**config.mk**
```make
export PLATFORM = sky130hd
export DESIGN_NAME = ram_1r1w_arbiter_flat
export DESIGN_NICKNAME = d
export VERILOG_FILES = /design/src/rtl/ram_1r1w_arbiter_if.sv /design/src/rtl/ram_1r1w_arbiter.sv /design/src/flat_wrapper.sv
export SDC_FILE = /design/constraint.sdc
export NUM_CORES = 1
export LEC_CHECK = 0
export CELL_PAD_IN_SITES_DETAIL_PLACEMENT = 0
export CELL_PAD_IN_SITES_GLOBAL_PLACEMENT = 1
export CORE_ASPECT_RATIO = 1.25
export CORE_MARGIN = 8
export CORE_UTILIZATION = 22
export DETAILED_ROUTE_END_ITERATION = 10
export HOLD_SLACK_MARGIN = 0.12
export PLACE_DENSITY_LB_ADDON = 0.05
export RECOVER_POWER = 50
export SYNTH_ARGS = -nofsm -noshare
export SYNTH_HDL_FRONTEND = slang
export SYNTH_SLANG_ARGS = --single-unit
export TNS_END_PERCENT = 50
```
**constraint.sdc**
```tcl
create_clock -name clk_i -period 2.9 [get_ports clk_i]
set_input_delay 0.87 -clock clk_i [delete_from_list [all_inputs] [get_ports clk_i]]
set_output_delay 0.87 -clock clk_i [all_outputs]
set_load 0.005 [all_outputs]
```
**src/rtl/ram_1r1w_arbiter_if.sv**
```systemverilog
// Requester-side bus of ram_1r1w_arbiter: two valid/ready request ports and a
// shared, requester-tagged read response.
interface ram_1r1w_arbiter_if #(
    parameter int unsigned width_p = 8,
    parameter int unsigned depth_p = 16
);
    localparam int unsigned addr_width_lp = (depth_p > 1) ? $clog2(depth_p) : 1;

    logic [1:0]                 req_valid_i;
    logic [1:0]                 req_ready_o;
    logic [1:0]                 req_we_i;
    logic [2*addr_width_lp-1:0] req_addr_i;
    logic [2*width_p-1:0]       req_data_i;
    logic [1:0]                 rsp_valid_o;
    logic [width_p-1:0]         rsp_data_o;

    modport master (
        output req_valid_i, req_we_i, req_addr_i, req_data_i,
        input  req_ready_o, rsp_valid_o, rsp_data_o
    );

    modport slave (
        input  req_valid_i, req_we_i, req_addr_i, req_data_i,
        output req_ready_o, rsp_valid_o, rsp_data_o
    );
endinterface

```
**src/rtl/ram_1r1w_arbiter.sv**
```systemverilog
// Round-robin arbiter sharing one synchronous 1R1W RAM between two requesters,
// with an optional post-reset sequencer that zeroes every RAM word.
module ram_1r1w_arbiter #(
    parameter int unsigned width_p      = 8,
    parameter int unsigned depth_p      = 16,
    parameter int unsigned init_clear_p = 1,
    localparam int unsigned addr_width_lp = (depth_p > 1) ? $clog2(depth_p) : 1
) (
    input  logic                     clk_i,
    input  logic                     reset_ni,
    ram_1r1w_arbiter_if.slave        req_if,
    output logic                     busy_o,
    output logic                     ram_wr_valid_o,
    output logic [addr_width_lp-1:0] ram_wr_addr_o,
    output logic [width_p-1:0]       ram_wr_data_o,
    output logic [addr_width_lp-1:0] ram_rd_addr_o,
    input  logic [width_p-1:0]       ram_rd_data_i
);
    localparam logic [1:0] st_rst_wait = 2'd0;
    localparam logic [1:0] st_clear    = 2'd1;
    localparam logic [1:0] st_run      = 2'd2;

    logic [1:0]               state_q,     state_n;
    logic [addr_width_lp-1:0] clr_cnt_q,   clr_cnt_n;
    logic                     prio_q,      prio_n;
    logic [1:0]               rsp_valid_q, rsp_valid_n;
    logic [addr_width_lp-1:0] rd_addr_q,   rd_addr_n;

    logic [1:0]               grant;
    logic                     gsel;
    logic                     sel_we;
    logic [addr_width_lp-1:0] sel_addr;
    logic [width_p-1:0]       sel_data;
    logic                     clr_last;

    // Payload of whichever requester the grant vector points at
    assign gsel     = grant[1];
    assign sel_we   = gsel ? req_if.req_we_i[1] : req_if.req_we_i[0];
    assign sel_addr = gsel ? req_if.req_addr_i[2*addr_width_lp-1:addr_width_lp]
                           : req_if.req_addr_i[addr_width_lp-1:0];
    assign sel_data = gsel ? req_if.req_data_i[2*width_p-1:width_p]
                           : req_if.req_data_i[width_p-1:0];
    assign clr_last = (clr_cnt_q == addr_width_lp'(depth_p - 1));

    always_ff @(posedge clk_i or negedge reset_ni) begin
        if (!reset_ni) begin
            state_q     <= st_rst_wait;
            clr_cnt_q   <= '0;
            prio_q      <= 1'b0;
            rsp_valid_q <= '0;
            rd_addr_q   <= '0;
        end else begin
            state_q     <= state_n;
            clr_cnt_q   <= clr_cnt_n;
            prio_q      <= prio_n;
            rsp_valid_q <= rsp_valid_n;
            rd_addr_q   <= rd_addr_n;
        end
    end

    always_comb begin
        state_n        = state_q;
        clr_cnt_n      = clr_cnt_q;
        prio_n         = prio_q;
        rsp_valid_n    = '0;
        rd_addr_n      = rd_addr_q;
        grant          = '0;
        ram_wr_valid_o = 1'b0;
        ram_wr_addr_o  = '0;
        ram_wr_data_o  = '0;

        case (state_q)
            st_rst_wait: begin
                state_n = (init_clear_p != 0) ? st_clear : st_run;
            end

            st_clear: begin
                ram_wr_valid_o = 1'b1;
                ram_wr_addr_o  = clr_cnt_q;
                if (clr_last) begin
                    state_n = st_run;
                end else begin
                    clr_cnt_n = clr_cnt_q + addr_width_lp'(1);
                end
            end

            st_run: begin
                // Contention goes to prio_q; a lone requester always wins
                if (req_if.req_valid_i == 2'b11) begin
                    grant = prio_q ? 2'b10 : 2'b01;
                end else begin
                    grant = req_if.req_valid_i;
                end

                if (grant != 2'b00) begin
                    prio_n = ~gsel;
                    if (sel_we) begin
                        ram_wr_valid_o = 1'b1;
                        ram_wr_addr_o  = sel_addr;
                        ram_wr_data_o  = sel_data;
                    end else begin
                        rd_addr_n   = sel_addr;
                        rsp_valid_n = grant;
                    end
                end
            end

            default: begin
                state_n = st_rst_wait;
            end
        endcase
    end

    assign req_if.req_ready_o = grant;
    assign req_if.rsp_valid_o = rsp_valid_q;
    // RAM read data is only meaningful in the cycle after a granted read
    assign req_if.rsp_data_o  = (rsp_valid_q != 2'b00) ? ram_rd_data_i : '0;
    assign ram_rd_addr_o      = rd_addr_n;
    assign busy_o             = (state_q != st_run);
endmodule
```
**src/flat_wrapper.sv**
```systemverilog
// flat-port wrapper written by rule: the top's interface ports become plain ports
module ram_1r1w_arbiter_flat 
#(
    parameter int unsigned width_p      = 8,
    parameter int unsigned depth_p      = 16,
    parameter int unsigned init_clear_p = 1,
    localparam int unsigned addr_width_lp = (depth_p > 1) ? $clog2(depth_p) : 1
)
  (clk_i, reset_ni, busy_o, ram_wr_valid_o, ram_wr_addr_o, ram_wr_data_o, ram_rd_addr_o, ram_rd_data_i, req_if_req_valid_i, req_if_req_we_i, req_if_req_addr_i, req_if_req_data_i, req_if_req_ready_o, req_if_rsp_valid_o, req_if_rsp_data_o);
  ram_1r1w_arbiter_if #(.width_p(width_p), .depth_p(depth_p)) req_if_i ();
  input  logic clk_i;
  input  logic reset_ni;
  output logic busy_o;
  output logic ram_wr_valid_o;
  output logic [addr_width_lp-1:0] ram_wr_addr_o;
  output logic [width_p-1:0] ram_wr_data_o;
  output logic [addr_width_lp-1:0] ram_rd_addr_o;
  input  logic [width_p-1:0] ram_rd_data_i;
  input wire logic [$bits(req_if_i.req_valid_i)-1:0] req_if_req_valid_i;
  input wire logic [$bits(req_if_i.req_we_i)-1:0] req_if_req_we_i;
  input wire logic [$bits(req_if_i.req_addr_i)-1:0] req_if_req_addr_i;
  input wire logic [$bits(req_if_i.req_data_i)-1:0] req_if_req_data_i;
  output wire logic [$bits(req_if_i.req_ready_o)-1:0] req_if_req_ready_o;
  output wire logic [$bits(req_if_i.rsp_valid_o)-1:0] req_if_rsp_valid_o;
  output wire logic [$bits(req_if_i.rsp_data_o)-1:0] req_if_rsp_data_o;
  assign req_if_i.req_valid_i = req_if_req_valid_i;
  assign req_if_i.req_we_i = req_if_req_we_i;
  assign req_if_i.req_addr_i = req_if_req_addr_i;
  assign req_if_i.req_data_i = req_if_req_data_i;
  assign req_if_req_ready_o = req_if_i.req_ready_o;
  assign req_if_rsp_valid_o = req_if_i.rsp_valid_o;
  assign req_if_rsp_data_o = req_if_i.rsp_data_o;
  ram_1r1w_arbiter #(.width_p(width_p), .depth_p(depth_p), .init_clear_p(init_clear_p)) u_core (.clk_i(clk_i), .reset_ni(reset_ni), .req_if(req_if_i), .busy_o(busy_o), .ram_wr_valid_o(ram_wr_valid_o), .ram_wr_addr_o(ram_wr_addr_o), .ram_wr_data_o(ram_wr_data_o), .ram_rd_addr_o(ram_rd_addr_o), .ram_rd_data_i(ram_rd_data_i));
endmodule
```
==> results.ini, run 1 <==
[run_status]
status=finished, final reports clean

[synthesis]
netlist_instances=106
avgSynthCellArea_um2=8.49
synth_cell_types=27
ys_seq_elements=13
async_flop_share_pct=100
synthFlopType=dfrtp_1
syn_area_um2=900
yosys_warnings=0
yosysSeqAreaShare_pct=36.2
syn_nets=148
synth-edff-count=0

[critical_path]
r2r-end=u_core.rd_addr_q[0]
startpoint_type=primary input
crit_required_ns=2.03
regToRegStartpoint=u_core.state_q[0]
critical_path_class=in -> out
arrival_ns=2.00
crit_start=req_if_req_addr_i[6]
endpoint_kind=output pin
crit_fanout=2
reg2regPathDepth=5
r2r_slack_ns=1.29

[clocking]
clock_path_buffers=2
clkLatencyLatePin_ns=0.24
cts_max_level=1
cts_buffers=3
ctsHoldBuffers=0
clkTransAtPathRegs_ns=0.06
root_buffer=clkbuf_8
cts_tree=built
cts_sinks=13

[power]
power_density_nw_per_um2=343
p_leak_nw=0.838
ir_worst_vdd_mv=0.208

[route]
wl_per_cell_um=14.6
wl_um=3540
route.detailed.drc=0
dr_total_vias=1058
final_antenna_net_count=0
via_per_inst=4.35
drtIter0Drc=23
dr.pass1.iters=4

[global_routing]
grt_pass1_wl_um=5440
grt_antenna_before_repair=0
gr-total-overflow=0
grt_usage_pct=10.8
grt_max_degree=14
grt_pass1_vias=1119

[final_layout]
area_growth_pct=99.2
finalNonFillerCells=243
diodes=0
nNetsFinal=230
final_util_pct=44.8
design_area_um2=1790
drive_gt1_share_pct=23.5

[timing]
slew_violations=0
finalSetupViolCount=0
tightest_slew_ns=0.649
clock_skew_ns=0.000961
finalCritPeriodShare_pct=99.0
hold_viol=0
max_freq_mhz=348
slew_headroom_pct=56.6
layout_min_cycle_time_ns=2.87
hold_ws_ns=0.488
rsz0062_at_grt=true

[die]
core_um2=4000
io_pins=68
num_rows=26
die_h_um=87.5
start_util_pct=22.5
die_area_um2=6400
die_x_um=73.2

[placement]
dpl_cell_area_um2=1700
post-place-cells=236
hpwl_um=2870
io_buffers=67
routabilityCongestion=0.773

[worst_hold_path]
holdPathEnd=u_core.rd_addr_q[2]
holdPathStages=1
worstHoldStart=u_core.rd_addr_q[2]
hold_path.class=reg -> reg

[run]
maxCapViolCount=0

==> registers in the layout, summed over array words and instances, names as in the netlist <==
name and cells:
u_core.prio_q 1, u_core.req_if.rsp_valid_o 2, u_core.clr_cnt_q 4, u_core.state_q 2, u_core.rd_addr_q 4
==> power breakdown <==
group / switching (mW) / internal, mW / total (mW)
clock network: 0.0669 / 0.0971 / 0.164
logic: 0.0947 / 0.151 / 0.246
registers: 0.00658 / 0.198 / 0.205
total: 0.168 / 0.447 / 0.615
==> worst max-delay path by stage <==
stage	endpoint	slack, ns	depth (start not counted)
floorplan	ram_rd_addr_o[0]	0.33	4
global placement	ram_rd_addr_o[1]	-0.76	6
detailed placement	ram_rd_addr_o[1]	-0.75	6
CTS	ram_wr_addr_o[0]	0.004	5
global route	ram_rd_addr_o[3]	-0.01	7
finish	ram_wr_addr_o[2]	0.03	4
==> cells by family (layout without fill, tap and decap cells) <==
logic type / Yosys count / count (layout) / share of synthesized area, %
adders and majority gates: 4 / 4 / 5.56
DFF: 13 / 13 / 36.2
muxes: 9 / 9 / 11.5
AOI/OAI and AO/OA: 24 / 24 / 16.4
xor gates and xnor gates: 1 / 1 / 0.974
and+or+nand+nor: 43 / 43 / 24.1
buffers and inverters: 12 / 93 / 5.28
==> placed cells by master (no fill, tap or decap), types with 3 or more instances in the layout <==
| master | count |
|---|---|
| nor2_1 | 4 |
| clkbuf_8 | 3 |
| buf_4 | 10 |
| clkbuf_2 | 6 |
| inv_1 | 8 |
| mux2i_4 | 3 |
| clkdlybuf4s15_1 | 4 |
| nand3_1 | 4 |
| nand2_1 | 19 |
| a21oi_1 | 13 |
| nor2b_1 | 9 |
| dlygate4sd2_1 | 6 |
| mux2_4 | 4 |
| buf_2 | 5 |
| clkdlybuf4s50_1 | 44 |
| dfrtp_1 | 13 |
| ha_1 | 3 |
==> per-layer routing <==
metal  track usage, %  vias up  share of wire (%)
li1                 -      521                  -
met1             12.7      480                 45
met2             18.3       53                 44
met3             2.88        4                9.7
met4             3.28        0               0.96
met5                0        -                  0
==> cell type report <==
cell class | count | area (um2)
clock buffer | 4 | 45.0
fill | 425 | 2210
inverter | 9 | 37.5
multi-input combinational | 81 | 598
sequential | 13 | 325
tap | 56 | 70.1
timing repair buffer | 80 | 716
==> Yosys cell counts, types with 2 or more instances <==
library cell | number | area share [%]
a41o_1 | 2 | 2.2
mux2_1 | 2 | 2.5
and3_1 | 2 | 1.4
nor2b_1 | 9 | 6.3
ha_1 | 4 | 5.6
nor2_1 | 4 | 1.7
mux2_4 | 2 | 3.3
inv_1 | 9 | 3.8
mux2i_1 | 4 | 4.5
nand2_1 | 20 | 8.3
a21boi_1 | 2 | 1.7
buf_2 | 2 | 1.1
dfrtp_1 | 13 | 36
a31oi_1 | 2 | 1.4
nand3_1 | 4 | 2.2
o21ai_1 | 2 | 1.1
a21oi_1 | 13 | 7.2
==> critical path: stages <==
cell,delay [ns]
clkdlybuf4s50_1,0.40
mux2_4,0.28
a41o_1,0.25
clkdlybuf4s15_1,0.20
==> metrics by stage <==
stage,setup WS [ns],total power [mW],TNS (ns)
after floorplan,0.332,0.287,0
after global placement,-0.759,0.450,-12.45
after detailed placement,-0.754,0.451,-12.80
after CTS,0.00439,0.620,0
after global routing,-0.0148,0.649,-0.0282
final,0.0286,0.615,0
==> what timing repair did <==
item / 4_1_cts / 5_1_grt
endpoints found under the setup margin: 19 / 14
buffers inserted: 3 / 0
cloned: 0 / 0
gates resized for setup: 52 / 19
pin swaps: 5 / 1
Note: power is estimated with default switching activity, not from simulation.
==> run 2: changes to the inputs <==
- CORE_UTILIZATION: 22 -> 23
- CTS_BUF_LIST: not set -> sky130_fd_sc_hd__clkbuf_2 sky130_fd_sc_hd__clkbuf_4 sky130_fd_sc_hd__clkbuf_8
- GPL_ROUTABILITY_DRIVEN: not set -> 0
- SLEW_MARGIN: not set -> 0
==> run 2 against run 1 <==
Compared with the run above:
- clock power hardly changed
- sequential cell count is the same
- highest routed layer unchanged
- critical path type unchanged
- final area down 0.56%
- largest power group unchanged
- largest cell class unchanged
- via count down 1.8%
==> results.ini, run 2 (synthesized netlist as in run 1, its figures left out) <==
[clocking]
clkTransAtPathRegs_ns=0.06
cts_tree=built
cts_max_level=1
ctsHoldBuffers=0
cts_sinks=13
root_buffer=clkbuf_8
clkLatencyLatePin_ns=0.24
clock_path_buffers=2
cts_buffers=3

[final_layout]
drive_gt1_share_pct=28.0
area_growth_pct=98.1
nNetsFinal=232
fill_cells=387
multi_input_area_um2=586
final_util_pct=47.1
diodes=0
mostFrequentLayoutCell=clkdlybuf4s50_1
final_cell_mix=clkdlybuf4s50_1 (44), nand2_1 (19), dfrtp_1 (13)
top_regs=u_core.clr_cnt_q (4), u_core.rd_addr_q (4)
regArea_um2=325

[timing]
slew_violations=0
finalSetupViolCount=0
hold_ws_ns=0.502
hold_viol=0
slew_headroom_pct=58.7
finalCritPeriodShare_pct=98.9
layout_min_cycle_time_ns=2.87
clock_skew_ns=0.000567
tightest_slew_ns=0.617
rsz0062_at_grt=false
max_freq_mhz=349

[placement]
hpwl_um=2810
io_buffers=67

[worst_hold_path]
hold_path.class=reg -> reg
worstHoldStart=u_core.rd_addr_q[0]

[critical_path]
endpoint_kind=output pin
crit_required_ns=2.03
crit_start=req_if_req_addr_i[6]
crit_fanout=2
max_stage_delay_ns=0.40
critical_path_class=in -> out
arrival_ns=2.00
path_cells=clkdlybuf4s50_1, mux2_4, mux2_1, clkbuf_2
regToRegStartpoint=u_core.state_q[0]
worst_path_max_delay_cell=clkdlybuf4s50_1
startpoint_type=primary input

[global_routing]
gr-total-overflow=0
grt_pass1_vias=1107
grt_antenna_before_repair=0
grt_pass1_wl_um=5520
grt_max_degree=14
grt_usage_pct=10.9

[die]
start_util_pct=23.8
die_x_um=71.9
io_pins=68
die_h_um=85.9
core_um2=3780
num_rows=25
die_area_um2=6180

[route]
dr_total_vias=1039
dr.pass1.iters=4
drtIter0Drc=25
wl_um=3380
wl_per_cell_um=13.9
via_per_inst=4.28
route.detailed.drc=0
final_antenna_net_count=0

[power]
ir_worst_vdd_mv=0.324
p_leak_nw=0.830
power_density_nw_per_um2=343

[run]
maxCapViolCount=0

[run_status]
status=finished, final reports clean

==> run 2: metrics by stage <==
| step | setup slack [ns] | total power [mW] | cell area [um2] | instances | setup TNS (ns) |
|---|---|---|---|---|---|
| after floorplan | 0.332 | 0.287 | 900 | 106 | 0 |
| after global placement | -0.742 | 0.447 | 1690 | 233 | -12.68 |
| after detailed placement | -0.751 | 0.450 | 1690 | 233 | -12.86 |
| after CTS | -0.0940 | 0.626 | 1780 | 243 | -0.318 |
| after global routing | 0.00809 | 0.650 | 1780 | 243 | 0 |
| final | 0.0322 | 0.612 | 1780 | 243 | 0 |
==> run 2: worst max-delay path: cells and delay by family <==
family / cells / cell delay (ns)
muxes: 2 / 0.59
buffers and inverters: 2 / 0.53
==> run 2: area by class of cell <==
| class | count | share of cell area (%) |
|---|---|---|
| repair buffers | 81 | 40.1 |
| repair inverters | 1 | 0.281 |
| well taps | 54 | 3.79 |
| flip-flops and latches | 13 | 18.3 |
| clock inverters | 1 | 0.281 |
| clock buffers | 3 | 2.32 |
| inverters | 9 | 2.11 |
| multi-input cells | 81 | 32.9 |
==> run 2: path summary, 6_finish.rpt <==
path                                       endpoint  slack, ns  cells after the start
max in group asynchronous         u_core.state_q[1]       1.42                      1
worst max register to register  u_core.rd_addr_q[2]       1.21                      5
worst min-delay path            u_core.rd_addr_q[0]       0.50                      1
worst max-delay path               ram_rd_addr_o[2]       0.03                      4
worst min register to register  u_core.rd_addr_q[0]       0.50                      1
min in group asynchronous       u_core.clr_cnt_q[1]       1.08                      1
==> run 2: repair_timing <==
item,4_1_cts,5_1_grt
cloned,1,0
setup buffers,6,0
pin swaps,4,2
setup endpoints to repair,19,10
resized for setup,77,20
==> run 2: where the power goes <==
part	internal, mW	switching (mW)
logic	0.149	0.0939
clock network	0.0950	0.0694
registers	0.198	0.00606
==> run 2: per-layer routing <==
metal / vias to the layer above / share of wire, % / track usage [%]
met5: - / 0 / 0
met4: 0 / 0.77 / 3.72
met3: 4 / 8.4 / 3.62
met2: 39 / 50 / 19.7
met1: 467 / 41 / 11.4
li1: 529 / - / -
==> run 3: changes to the inputs <==
- CTS_BUF_LIST: sky130_fd_sc_hd__clkbuf_2 sky130_fd_sc_hd__clkbuf_4 sky130_fd_sc_hd__clkbuf_8 -> sky130_fd_sc_hd__clkbuf_4 sky130_fd_sc_hd__clkbuf_8
==> results of run 3 <==
Same layout as run 2: the final DEF is identical, and so are final timing and power.
